$ cat src/rtl/router_pkg.sv
// Shared router types and constants: arbiter FSM states, flit geometry and field positions.
package router_pkg;

  typedef enum logic {
    IDLE     = 1'b0,
    WAIT_ACK = 1'b1
  } arb_state_t;

  localparam int ARB_N_PORTS     = 4;
  localparam int FLIT_W          = 32;
  localparam int FLIT_DEST_MSB   = 31;
  localparam int FLIT_DEST_LSB   = 30;
  localparam int FLIT_DELTA_MSB  = 29;
  localparam int FLIT_DELTA_LSB  = 28;
  localparam int FLIT_PAYLOAD_MSB = 27;

  typedef logic [FLIT_W-1:0] flit_t;

  function automatic logic [1:0] flit_dest(input flit_t f);
    return f[FLIT_DEST_MSB:FLIT_DEST_LSB];
  endfunction

endpackage

$ cat src/rtl/toggle_sync.sv
// Flop-chain synchronizer for 2-phase toggle signals; async active-low reset clears every stage.
module toggle_sync #(
  parameter int WIDTH  = 1,
  parameter int STAGES = 2
) (
  input  logic             clk,
  input  logic             rst,
  input  logic [WIDTH-1:0] d,
  output logic [WIDTH-1:0] q
);

  logic [WIDTH-1:0] chain [STAGES];

  always_ff @(posedge clk or negedge rst) begin
    if (!rst) begin
      for (int s = 0; s < STAGES; s++) chain[s] <= '0;
    end else begin
      chain[0] <= d;
      for (int s = 1; s < STAGES; s++) chain[s] <= chain[s-1];
    end
  end

  assign q = chain[STAGES-1];

endmodule

$ cat src/rtl/output_port_arbiter.sv
// Round-robin arbiter sharing one 2-phase req/ack output channel among N_PORTS inputs.
// Define ARB_CDC_SYNC_EN to synchronize in_req and out_ack for asynchronous neighbours.
module output_port_arbiter
  import router_pkg::*;
#(
  parameter int N_PORTS     = ARB_N_PORTS,
  parameter int DATA_W      = FLIT_W,
  parameter int SYNC_STAGES = 2
) (
  input  logic                        clk,
  input  logic                        rst,
  input  logic [N_PORTS-1:0]          in_req,
  output logic [N_PORTS-1:0]          in_ack,
  input  logic [N_PORTS*DATA_W-1:0]   in_data,
  output logic                        out_req,
  input  logic                        out_ack,
  output logic [DATA_W-1:0]           out_data,
  output logic                        grant_valid,
  output logic [$clog2(N_PORTS)-1:0]  grant_idx
);

  localparam int IDX_W = $clog2(N_PORTS);

  logic [N_PORTS-1:0] req_s;
  logic               ack_s;

`ifdef ARB_CDC_SYNC_EN
  toggle_sync #(.WIDTH(N_PORTS), .STAGES(SYNC_STAGES)) u_req_sync (
    .clk (clk),
    .rst (rst),
    .d   (in_req),
    .q   (req_s)
  );

  toggle_sync #(.WIDTH(1), .STAGES(SYNC_STAGES)) u_ack_sync (
    .clk (clk),
    .rst (rst),
    .d   (out_ack),
    .q   (ack_s)
  );
`else
  assign req_s = in_req;
  assign ack_s = out_ack;
`endif

  // Returns {found, index}; lowest offset from ptr wins, so scan from the far end down.
  function automatic logic [IDX_W:0] rr_pick(input logic [N_PORTS-1:0] pend,
                                             input logic [IDX_W-1:0]   ptr);
    logic [IDX_W:0] res;
    int             idx;
    res = '0;
    for (int k = N_PORTS - 1; k >= 0; k--) begin
      idx = int'(ptr) + k;
      if (idx >= N_PORTS) idx -= N_PORTS;
      if (pend[idx]) res = {1'b1, IDX_W'(idx)};
    end
    return res;
  endfunction

  arb_state_t         state, state_nx;
  logic [IDX_W-1:0]   rr_ptr, rr_ptr_nx;
  logic [N_PORTS-1:0] in_ack_nx;
  logic               out_req_nx;
  logic [DATA_W-1:0]  out_data_nx;
  logic               grant_valid_nx;
  logic [IDX_W-1:0]   grant_idx_nx;

  logic [N_PORTS-1:0] pending;
  logic [IDX_W:0]     pick;
  logic               win_found;
  logic [IDX_W-1:0]   win_idx;

  assign pending   = req_s ^ in_ack;
  assign pick      = rr_pick(pending, rr_ptr);
  assign win_found = pick[IDX_W];
  assign win_idx   = pick[IDX_W-1:0];

  always_ff @(posedge clk or negedge rst) begin
    if (!rst) begin
      state       <= IDLE;
      rr_ptr      <= '0;
      in_ack      <= '0;
      out_req     <= 1'b0;
      out_data    <= '0;
      grant_valid <= 1'b0;
      grant_idx   <= '0;
    end else begin
      state       <= state_nx;
      rr_ptr      <= rr_ptr_nx;
      in_ack      <= in_ack_nx;
      out_req     <= out_req_nx;
      out_data    <= out_data_nx;
      grant_valid <= grant_valid_nx;
      grant_idx   <= grant_idx_nx;
    end
  end

  always_comb begin
    state_nx       = state;
    rr_ptr_nx      = rr_ptr;
    in_ack_nx      = in_ack;
    out_req_nx     = out_req;
    out_data_nx    = out_data;
    grant_valid_nx = grant_valid;
    grant_idx_nx   = grant_idx;
    case (state)
      IDLE: begin
        if (win_found) begin
          out_data_nx    = in_data[int'(win_idx)*DATA_W +: DATA_W];
          out_req_nx     = ~out_req;
          grant_idx_nx   = win_idx;
          grant_valid_nx = 1'b1;
          state_nx       = WAIT_ACK;
        end
      end
      WAIT_ACK: begin
        // Downstream has acked once its toggle catches up with ours.
        if (ack_s == out_req) begin
          in_ack_nx[grant_idx] = ~in_ack[grant_idx];
          rr_ptr_nx            = (grant_idx == IDX_W'(N_PORTS - 1)) ? '0
                                                                     : grant_idx + IDX_W'(1);
          grant_valid_nx       = 1'b0;
          state_nx             = IDLE;
        end
      end
      default: state_nx = IDLE;
    endcase
  end

endmodule

$ cat config.mk
export PLATFORM = sky130hd
export DESIGN_NAME = output_port_arbiter
export DESIGN_NICKNAME = d
export VERILOG_FILES = /design/src/rtl/router_pkg.sv /design/src/rtl/toggle_sync.sv /design/src/rtl/output_port_arbiter.sv
export SDC_FILE = /design/constraint.sdc
export NUM_CORES = 1
export LEC_CHECK = 0
export BUFFER_PORTS_ARGS = -buffer_cell sky130_fd_sc_hd__buf_2
export CORE_AREA = 2 2 81 83
export DETAILED_ROUTE_END_ITERATION = 16
export DIE_AREA = 0 0 83 85
export GPL_ROUTABILITY_DRIVEN = 0
export PLACE_DENSITY = 0.91
export SLEW_MARGIN = 20
export SYNTH_ARGS = -nofsm -noshare
export SYNTH_HDL_FRONTEND = slang
export SYNTH_SLANG_ARGS = --single-unit
$ cat constraint.sdc
create_clock -name clk -period 4.3 [get_ports clk]
set_clock_uncertainty 0.1 [all_clocks]
set_input_delay 0.215 -clock clk [delete_from_list [all_inputs] [get_ports clk]]
set_output_delay 0.215 -clock clk [all_outputs]
set_load 0.005 [all_outputs]
======== After elaboration in Yosys (flattened, before gate mapping) ========
Cells that the tools add are included.
operators by class
  shift-type cells ........................ 1
  multiplexer cells ....................... 32
  magnitude comparators ................... 10
  $add $sub $neg .......................... 8
  bitwise operators ....................... 4
  equal/unequal tests ..................... 4
  reductions and logical operators ........ 4
operator list
  cell                                                                number
  < comparator 32 x 4 -> 1 bit (second input constant)                4
  two-way mux 32 bit                                                  4
  indexed part select 128 x 8 -> 32 bit                               1
  two-way mux 1 bit                                                   14
  two-way mux 3 bit                                                   4
  subtractor 3 x 3 -> 4 bit (second input constant)                   3
  binary-select mux 1 bit (select 2 bit)                              5
  greater-or-equal comparator 3 bit (second input constant)           3
  adder 2 x 2 -> 3 bit (second input constant)                        2
  AND reduction 2 bit                                                 3
  bitwise mux 4 bit                                                   1
  one-hot mux 1 bit (2 select lines)                                  2
  subtractor 2 x 3 -> 4 bit (second input constant)                   1
  bitwise XOR 4 bit                                                   1
  adder 2 x 1 -> 3 bit (second input constant)                        1
  greater-or-equal comparator 2 x 3 -> 1 bit (second input constant)  1
  < comparator 2 x 3 -> 1 bit (second input constant)                 1
  NOT 1 bit                                                           3
  adder 2 x 1 -> 2 bit (second input constant)                        1
  demux 1 bit (select 2 bit)                                          1
  equality test 2 bit (second input constant)                         1
  greater-or-equal comparator 2 x 1 -> 1 bit (second input constant)  1
  two-way mux 2 bit                                                   1
  != test 2 x 1 -> 1 bit (second input constant)                      1
  3 further kinds                                                     3
word-level totals
  bits of input ports ..................... 135
  register bits ........................... 43
  word-level logic and storage cells ...... 70

======== Logic depth before layout (Yosys ltp) ========
  depth in word-level cells ............... 12
  gate-level depth with buffers ........... 7

======== Least setup slack after synthesis ========
OpenSTA, ideal clock, no wires.
  kind .................................... flip-flop to flip-flop
  start point ............................. register in_ack[0]
  end point ............................... register out_data[0]
  stages on the path, launching flop included .. 8
  period minus slack after synthesis ...... 1.907 ns
  path buffers ............................ 2
  data required time ...................... 4.114 ns
  setup slack ............................. 2.393 ns
  arrival time ............................ 1.722 ns
  cell sequence ........................... dfrtp_1 > xnor2_2 > o21ai_1 > a32o_1 > or3_1 > buf_6 > buf_8 > o221ai_2
on the way
  word-level cells in the longest chain between the ends .. 9
RTL lines
  item                                                                          line                       RTL
  from (decl)                                                                   output_port_arbiter.sv:13  output logic [N_PORTS-1:0] in_ack,
  from (signal assigned)                                                        output_port_arbiter.sv:90  in_ack <= in_ack_nx;
  bitwise XOR 4 bit (*)                                                         output_port_arbiter.sv:73  assign pending = req_s ^ in_ack;
  binary-select mux 1 bit (select 2 bit)                                        output_port_arbiter.sv:55  if (pend[idx]) res = {1'b1, IDX_W'(idx)};
  two-way mux 1 bit (implied by the code) (2 in series)                         output_port_arbiter.sv:55
  two-way mux 3 bit (3 in series)                                               output_port_arbiter.sv:55
  two-way mux 3 bit (*)                                                         output_port_arbiter.sv:55
  indexed part select 128 x 8 -> 32 bit or AND reduction 2 bit (tied branches)  --
  to (signal assigned)                                                          output_port_arbiter.sv:92  out_data <= out_data_nx;
  to (decl)                                                                     output_port_arbiter.sv:17  output logic [DATA_W-1:0] out_data,
Mark *: on every way between the ends. The rest lies on a longest branch, timed or not. The select of a mux whose other input is x is not followed.
A chain may end at the register's enable or synchronous reset.

======== Worst setup path in the final report ========
  start point ............................. register in_ack[0]
  end point ............................... register out_data[22]
Same word-level chain as after synthesis.

==> flow_summary.ini <==
[global_routing]
grt_usage = 0.207
grtUsageMet1 = 0.241
antenna_found_initial = 0
grt_pass1_wl_um = 12100
grt-busiest-layer = met2
first_global_vias = 2511
grt_use_met3 = 0.0603
grt_use_met2 = 0.377
grt_start_max_net_pins = 44
grt_overflow_total = 0

[final_layout]
final_common_cell = buf_2
fillers = 497
diodes = 0
seq_area_um2 = 1080
fin_area_um2 = 3780
final_cell_mix = buf_2, mux2i_1, nand2_1, dfrtp_1, o221ai_2
multi_input_area_um2 = 1560
syn_to_final_growth_pct = 37.0
final_nets = 548
drive_gt1_frac = 0.529

[place]
io_buffers = 174
placed_area_um2 = 3630
place_hpwl_um = 5750

[clocking]
cts_setup_buffers = 0
cts.htree.levels = 2
root_buffer = clkbuf_8
cts_hold_buffers = 1
clkSlewWorstSetupHoldPaths_ps = 90
insertion_delay_ps = 290
cts_made_buffers = 5
cts_tree = done
post_cts_resized = 0
cts.path.max_buffers = 2
numClockSinks = 43

[power]
vdd_drop_max_uv = 518
p_leak_nw = 1.94
p_per_area_nw_per_um2 = 812

[worst_setup_path]
critical_path.endpoint_type = flop
cp_data_arrival_time_ps = 2570
cp-start-kind = flop
slowest_stage = or3_2
startpoint = in_ack[0]
cp_cell_sequence = xnor2_2, o21ai_1, a32o_1, or3_2, o221ai_1
worstSetupPathType = reg -> reg
crit_end = out_data[22]
max_stage_delay_ps = 810
critPathMaxFanout = 33
r2r-start = in_ack[0]
reg2reg_slack_ps = 1820
r2r_end = out_data[22]
cp.required_ps = 4390
critical_path_depth = 5
cpLargestDelayFamily = simple AND/OR/NAND/NOR gates
crit_buf_inv = 0
ff2ff_path_depth = 5

[timing]
drv_slew = 0
rsz0062_at_grt = no
worstMarginPinSlew_ps = 984
finalCritPeriodShare = 0.577
min_period_ps = 2480
slew_headroom = 0.344
finalSetupTns_ps = 0
final_hold_viol_count = 0
finalSetupViolations = 0
max_freq_mhz = 403

[route]
first_iter_violations = 54
firstDrtPassIters = 4
routed_wl_um = 7460
wire_per_inst_um = 15.3
drcViolationCount = 0
viasPerCell = 5.27
antenna_left = 0
num_vias = 2565

[yosys]
yosys.area.top_type_share = 0.390
ys_seq_area_frac = 0.390
yosysWarnings = 0
syn-cell-area_um2 = 2760
synth_area_leaders = dfrtp_1, mux2i_1, o221ai_2
synth_nets = 381
synth_seq_cells = 43
syn_area_per_cell_um2 = 11.4
yosysUniqueCellTypes = 27
synth_area_leader_cell = dfrtp_1
syn_inst = 242

[die]
dieArea_um2 = 7060
top_level_ports = 175
rows = 29
core_area_um2 = 6200
dieWidth_um = 83
fp.dieH_um = 85
start_util = 0.445

[run_status]
status = completed

[flow_run]
drv_cap = 0

[worst_hold_path]
hold_path_class = in -> reg
## where the power goes
group          leakage (nW)  internal, W  switching [W]
sequential            0.523     0.000622       0.000146
combinational          1.36     0.000930        0.00106
clock                0.0581     0.000173       0.000139
total                  1.94      0.00173        0.00135
## layer usage
| metal | share of wire | wire length [µm] |
|---|---|---|
| met1 | 0.39 | 2890 |
| met3 | 0.076 | 565 |
| met2 | 0.53 | 3940 |
| met5 | 0 | 0 |
| met4 | 0.0094 | 70 |
## cell families (layout without fill, tap and decap cells)
group,Yosys count,count (layout),synth area share
AO/OA/AOI/OAI,49,49,0.185
XOR/XNOR,8,8,0.0308
adder cells (fa/ha/maj),4,4,0.0181
buffers and inverters,22,190,0.0553
flip-flops,43,43,0.390
multiplexers,70,70,0.256
AND/OR/NAND/NOR,46,46,0.0652
## synthesized netlist by cell type, drive strengths merged
cell type  number
a21oi           2
a31o            1
a31oi           1
a32o            1
and2            2
buf            15
clkbuf          3
dfrtp          43
ha              4
inv             4
mux2            5
mux2i          65
nand2          43
o21ai          10
o221ai         32
o22ai           1
o31ai           1
or3             1
xnor2           6
xor2            2
## area by class of cell
| cell class | instances | area share |
|---|---|---|
| sequential | 43 | 0.284 |
| timing repair buffer | 178 | 0.244 |
| tap | 77 | 0.0255 |
| multi-input combinational | 177 | 0.412 |
| clock inverter | 3 | 0.0116 |
| inverter | 4 | 0.00397 |
| clock buffer | 5 | 0.0182 |
## through the flow
step / utilization / cells / setup WS [ps] / hold WS [ps] / power (W)
global placement: 0.585 / 477 / 1940 / 293 / 0.00263
global route: 0.610 / 487 / 1650 / 140 / 0.00330
floorplan: - / 242 / 2390 / -181 / 0.00231
finish: 0.610 / 487 / 1820 / 135 / 0.00307
CTS: 0.605 / 486 / 1730 / 126 / 0.00306
detailed placement: 0.585 / 477 / 1760 / 320 / 0.00275
## how the worst min path moves through the flow
| stage | from | endpoint | slack, ps | depth (start not counted) |
|---|---|---|---|---|
| after floorplan | rst | grant_idx[0] | -180 | 0 |
| after global placement | rst | out_data[22] | 290 | 1 |
| after detailed placement | rst | out_data[21] | 320 | 1 |
| after CTS | in_data[67] | out_data[3] | 130 | 3 |
| after global routing | in_data[92] | out_data[28] | 140 | 3 |
| final | in_data[67] | out_data[3] | 140 | 3 |
## registers in the layout, summed over array words and instances (netlist names)
| name | flops |
|---|---|
| grant_idx | 2 |
| rr_ptr | 2 |
| grant_valid | 1 |
| state | 1 |
| out_req | 1 |
| out_data | 32 |
| in_ack | 4 |
## worst register-to-register path, stage by stage (launching register included)
cell      delay [ps]
dfrtp_1          440
xnor2_2          270
o21ai_1          110
a32o_1           310
or3_2            810
o221ai_1         340
Power figures use the tool's default switching activity.
